`src/rtl/systolic_skew_feeder.sv`:
```
// Captures an NxN operand pair and streams it diagonally skewed into the west/north
// edges of a systolic array, then drains for N cycles and pulses done.
module systolic_skew_feeder #(
    parameter int N = 4,
    parameter int W = 4
) (
    input  logic         clk_i,
    input  logic         rst_i,
    input  logic         start_i,
    input  logic [W-1:0] MatA_i  [N][N],
    input  logic [W-1:0] MatB_i  [N][N],
    output logic         ready_o,
    output logic [W-1:0] a_row_o [N],
    output logic [W-1:0] b_col_o [N],
    output logic         valid_o,
    output logic         last_feed_o,
    output logic         done_o
);

    localparam int SW = $clog2(2 * N);
    localparam logic [SW-1:0] LAST_FEED  = SW'(2 * N - 2);
    localparam logic [SW-1:0] LAST_DRAIN = SW'(N - 1);

    typedef enum logic [1:0] {
        S_IDLE,
        S_FEED,
        S_DRAIN,
        S_DONE
    } state_t;

    state_t        r_state;
    state_t        w_state_nxt;
    logic [SW-1:0] r_step;
    logic [SW-1:0] w_step_nxt;
    logic [W-1:0]  r_a [N][N];
    logic [W-1:0]  r_b [N][N];
    logic          w_load;
    logic [31:0]   w_t;

    assign w_load = (r_state == S_IDLE) && start_i;
    assign w_t    = 32'(r_step);

    always_ff @(posedge clk_i) begin
        if (rst_i) begin
            r_state <= S_IDLE;
            r_step  <= '0;
            r_a     <= '{default: '0};
            r_b     <= '{default: '0};
        end else begin
            r_state <= w_state_nxt;
            r_step  <= w_step_nxt;
            if (w_load) begin
                r_a <= MatA_i;
                r_b <= MatB_i;
            end
        end
    end

    always_comb begin
        w_state_nxt = r_state;
        w_step_nxt  = r_step;
        ready_o     = 1'b0;
        valid_o     = 1'b0;
        last_feed_o = 1'b0;
        done_o      = 1'b0;
        case (r_state)
            S_IDLE: begin
                ready_o = 1'b1;
                if (start_i) begin
                    w_state_nxt = S_FEED;
                    w_step_nxt  = '0;
                end
            end
            S_FEED: begin
                valid_o = 1'b1;
                if (r_step == LAST_FEED) begin
                    last_feed_o = 1'b1;
                    w_state_nxt = S_DRAIN;
                    w_step_nxt  = '0;
                end else begin
                    w_step_nxt = r_step + 1'b1;
                end
            end
            S_DRAIN: begin
                valid_o = 1'b1;
                if (r_step == LAST_DRAIN) begin
                    w_state_nxt = S_DONE;
                    w_step_nxt  = '0;
                end else begin
                    w_step_nxt = r_step + 1'b1;
                end
            end
            S_DONE: begin
                done_o      = 1'b1;
                w_state_nxt = S_IDLE;
            end
            default: w_state_nxt = S_IDLE;
        endcase
    end

    // Lane i carries the element whose row+col offset equals the current step.
    always_comb begin
        for (int unsigned i = 0; i < N; i++) begin
            a_row_o[i] = '0;
            b_col_o[i] = '0;
        end
        if (r_state == S_FEED) begin
            for (int unsigned i = 0; i < N; i++) begin
                for (int unsigned k = 0; k < N; k++) begin
                    if (w_t == i + k) begin
                        a_row_o[i] = r_a[i][k];
                        b_col_o[i] = r_b[k][i];
                    end
                end
            end
        end
    end

endmodule

```
`config.mk`:
```
export PLATFORM = sky130hd
export DESIGN_NAME = systolic_skew_feeder
export DESIGN_NICKNAME = d
export VERILOG_FILES = /design/src/rtl/systolic_skew_feeder.sv
export SDC_FILE = /design/constraint.sdc
export NUM_CORES = 1
export LEC_CHECK = 0
export ABC_AREA = 1
export BUFFER_PORTS_ARGS = -buffer_cell sky130_fd_sc_hd__buf_2
export CAP_MARGIN = 0
export CORE_MARGIN = 1
export CORE_UTILIZATION = 45
export CTS_BUF_LIST = sky130_fd_sc_hd__clkbuf_8
export CTS_CLUSTER_SIZE = 14
export DETAILED_ROUTE_END_ITERATION = 10
export HOLD_SLACK_MARGIN = 0.08
export PLACE_DENSITY = 0.8
export REMOVE_ABC_BUFFERS = 1
export SYNTH_ARGS = -nofsm -noshare
export SYNTH_HDL_FRONTEND = slang
export SYNTH_SLANG_ARGS = --single-unit
```
`constraint.sdc`:
```
create_clock -name clk_i -period 2.2 [get_ports clk_i]
set_input_delay 0.22 -clock clk_i [delete_from_list [all_inputs] [get_ports clk_i]]
set_output_delay 0.22 -clock clk_i [all_outputs]
set_load 0.005 [all_outputs]
```
==> qor.txt <==
setup repair after global routing missed its margin -> yes
net count reported at finish -> 1,345
share of Yosys cell area claimed by the top area cell type -> 0.432
number of global-route vias before repair -> 6,757
total cell area at the placement stage -> 7030 um^2
number of buffers inserted by port buffering -> 166
number of core rows -> 42
weighted congestion at the end of routability-driven global placement -> 0.807
DRT Pass-1 Iters -> 5
final-report setup violation count -> 0
top-level I/O count -> 167
ratio of final minimum period to clock period -> 0.995
minimum setup slack among reg-to-reg paths -> 330 ps
clk sink count -> 133
shortest period the worst path allows -> 2190 ps
worst rel slew slack -> 0.413
clock tree root driver cell -> sky130_fd_sc_hd__clkbuf_8
largest cells by area after synthesis -> sky130_fd_sc_hd__dfxtp_1 (43%), sky130_fd_sc_hd__nor2_1 (16%), sky130_fd_sc_hd__o21ai_0 (12%)
flip-flop and latch count after synthesis -> 133
RR Startpoint -> r_state[0]
ys flop type -> sky130_fd_sc_hd__dfxtp_1
H-tree level count -> 4
Skew-Pair Late Insertion Delay -> 450 ps
gate count after technology mapping -> 928
synthesis warning total -> 0
number of enable-type register cells in the synthesized netlist -> 0
critical path startpoint category -> register
number of distinct standard cells referenced by the synthesized netlist -> 19
slowest library cell on the worst path -> sky130_fd_sc_hd__dfxtp_4
Avg Cell Area, Syn -> 6.65 um^2
Post-Route WL -> 20.8 mm
Multi-input gate area -> 3120 um^2
critical path fanouts, max -> 7
relative area change from synthesis to final layout -> 47.9%
final routed wire length divided by cell count -> 15.0 um
maximum number of pins on one net before global-route repair -> 145
antenna-violating nets left -> 0
via/cell ratio -> 5.11
largest stage delay on the critical path -> 380 ps
Die X-Extent -> 119 um
Pins Over Slew Limit -> 0
floorplan die area -> 14,200 um^2
worst slack at placement -> 248 ps
final cell count without fillers -> 1,391
required time at the endpoint of the critical path -> 1980 ps
overall via count from detail_route -> 7,110
share of async-settable or async-resettable flops after synthesis -> 0
cell taking the most area after synthesis -> sky130_fd_sc_hd__dfxtp_1
DP Cell Count -> 1,220
overall routing resource usage -> 0.287
first-pass GRT wire length -> 31.9 mm
starting density of the core -> 0.464
arrival time at the worst endpoint -> 1970 ps
worst setup path startpoint -> r_step[0]
chain of cells forming the critical path -> inv_4, ha_4, inv_4, nor2_8, buf_12, nand2_1, nand2_1, a21oi_1, nor2_1, buf_2
crit path kind -> register to output port
result of the run -> finished, final reports clean
flip-flop and latch area -> 2670 um^2
slack of the critical path -> 9.90 ps
most numerous cell in the Yosys netlist -> sky130_fd_sc_hd__nor2_1
cts bufs inserted -> 17
Max Cap Violations -> 0
maximum ir drop on the vdd rail -> 0.848 mV
post-synthesis cell area -> 6170 um^2
Clock Path Buffers -> 2
Layout Cell Area excl Fill -> 9120 um^2
HPWL Detailed -> 9.98 mm
number of remaining DRC errors -> 0
Setup Skew -> 7.70 ps
clock transition at the register clock pins on the worst setup and hold paths after CTS -> 70 ps
share of the yosys chip area belonging to registers -> 0.432
setup TNS -> 0 ps
Core Region -> 13,300 um^2
clock tree from TritonCTS -> yes
1st-iter DRT viols -> 573
Synth top cells by count -> sky130_fd_sc_hd__nor2_1 (268), sky130_fd_sc_hd__o21ai_0 (153), sky130_fd_sc_hd__nand2_1 (149), sky130_fd_sc_hd__dfxtp_1 (133), sky130_fd_sc_hd__nand3_1 (50)
transition time at the pin with the least slew margin -> 880 ps
filler cell count in the final layout -> 1,052
die height -> 119 um
family with the most delay on the worst path -> simple AND/OR/NAND/NOR gates
crit path buf inv count -> 4
min-delay src -> start_i
leakage component of the power -> 4.24 nW
grt ovf -> 0
number of antenna violations at the first check in global routing -> 1
maximum operating frequency -> 457 MHz
PD cells -> 882 nW/um^2
Min-Delay Path Class -> input pin to register
hold violation total from the final report -> 0
proportion of layout cells with a drive suffix above 1 -> 0.212
endpoint type of the worst setup path -> output port
## metal layers
layer  GRT usage  routed length [um]
met4       0.141                 736
met1       0.334                8300
met3      0.0694                1450
met2       0.490               10400
met5           0                   0
## kinds of logic after synthesis
group	Yosys count	share of synthesized area
AND/OR/NAND/NOR	473	0.304
buffers and inverters	115	0.0844
AO/OA/AOI/OAI	197	0.160
adder cells (fa/ha/maj)	10	0.0203
flip-flops	133	0.432
## sequential cells by signal, indices dropped and copies added (netlist names)
| register | count |
|---|---|
| r_a | 64 |
| r_state | 2 |
| r_step | 3 |
| r_b | 64 |
## layout by cell type, fill, tap and decap left out, types with 2 or more instances in the layout
master / netlist / final
sky130_fd_sc_hd__nor2_1: 268 / 268
sky130_fd_sc_hd__inv_2: 5 / 4
sky130_fd_sc_hd__o21ai_0: 153 / 153
sky130_fd_sc_hd__inv_6: 0 / 3
sky130_fd_sc_hd__a21oi_1: 44 / 34
sky130_fd_sc_hd__buf_4: 8 / 9
sky130_fd_sc_hd__dfxtp_4: 0 / 3
sky130_fd_sc_hd__nand3_1: 50 / 50
sky130_fd_sc_hd__dfxtp_1: 133 / 130
sky130_fd_sc_hd__clkbuf_8: 0 / 22
sky130_fd_sc_hd__buf_12: 0 / 7
sky130_fd_sc_hd__clkbuf_16: 0 / 4
sky130_fd_sc_hd__nand2_8: 0 / 2
sky130_fd_sc_hd__dlygate4sd3_1: 0 / 129
sky130_fd_sc_hd__ha_4: 0 / 4
sky130_fd_sc_hd__inv_1: 45 / 40
sky130_fd_sc_hd__clkinv_2: 0 / 5
sky130_fd_sc_hd__ha_1: 10 / 5
sky130_fd_sc_hd__nor2_4: 1 / 2
sky130_fd_sc_hd__a21oi_2: 0 / 10
sky130_fd_sc_hd__diode_2: 0 / 2
sky130_fd_sc_hd__nand2_4: 0 / 2
sky130_fd_sc_hd__nand2_1: 149 / 146
sky130_fd_sc_hd__inv_4: 0 / 2
sky130_fd_sc_hd__buf_6: 4 / 2
sky130_fd_sc_hd__buf_8: 0 / 3
sky130_fd_sc_hd__buf_2: 23 / 166
## final timing paths
path	cells past startpoint	to
setup reg to reg	6	r_a[1]
hold reg to reg	2	r_b[40]
hold / removal	5	r_state[0]
setup / recovery	10	a_row_o[5]
## layout make-up
type	count	area share
multi-input cells	680	0.343
clock inverters	6	0.00590
flip-flops and latches	133	0.293
repair inverters	2	0.00192
repair buffers	320	0.274
diodes	2	0.000549
well taps	176	0.0241
inverters	50	0.0246
clock buffers	22	0.0332
## through the flow
| step | hold WS, ps | utilization | total power [mW] |
|---|---|---|---|
| 6_report | 253 | 0.686 | 8.04 |
| 5_1_grt | 284 | 0.686 | 8.58 |
| 4_1_cts | 228 | 0.660 | 7.86 |
| 3_5_place_dp | 440 | 0.529 | 5.77 |
| 3_3_place_gp | 439 | 0.529 | 5.68 |
| 2_1_floorplan | 289 | - | 4.99 |
## what timing repair did
item / CTS / global route
pin swaps: 2 / 8
setup endpoints to repair: 32 / 36
hold buffers: 129 / 0
hold endpoints to repair: 130 / 0
gates resized for setup: 22 / 50
setup buffers: 3 / 2
gates cloned: 1 / 6
## power by group
part	internal [mW]	switching, mW	total, mW
logic	1.05	1.76	2.81
clock network	1.01	0.894	1.90
registers	3.03	0.303	3.33
total	5.08	2.95	8.04
## worst reg2reg max path, cell delays in order, from the launching register on
cell and delay [ps]:
sky130_fd_sc_hd__dfxtp_1 330, sky130_fd_sc_hd__inv_1 100, sky130_fd_sc_hd__ha_1 260, sky130_fd_sc_hd__nand2_4 100, sky130_fd_sc_hd__inv_6 550, sky130_fd_sc_hd__nor2_1 240, sky130_fd_sc_hd__nor2_1 190
(Power assumes the default switching activity.)
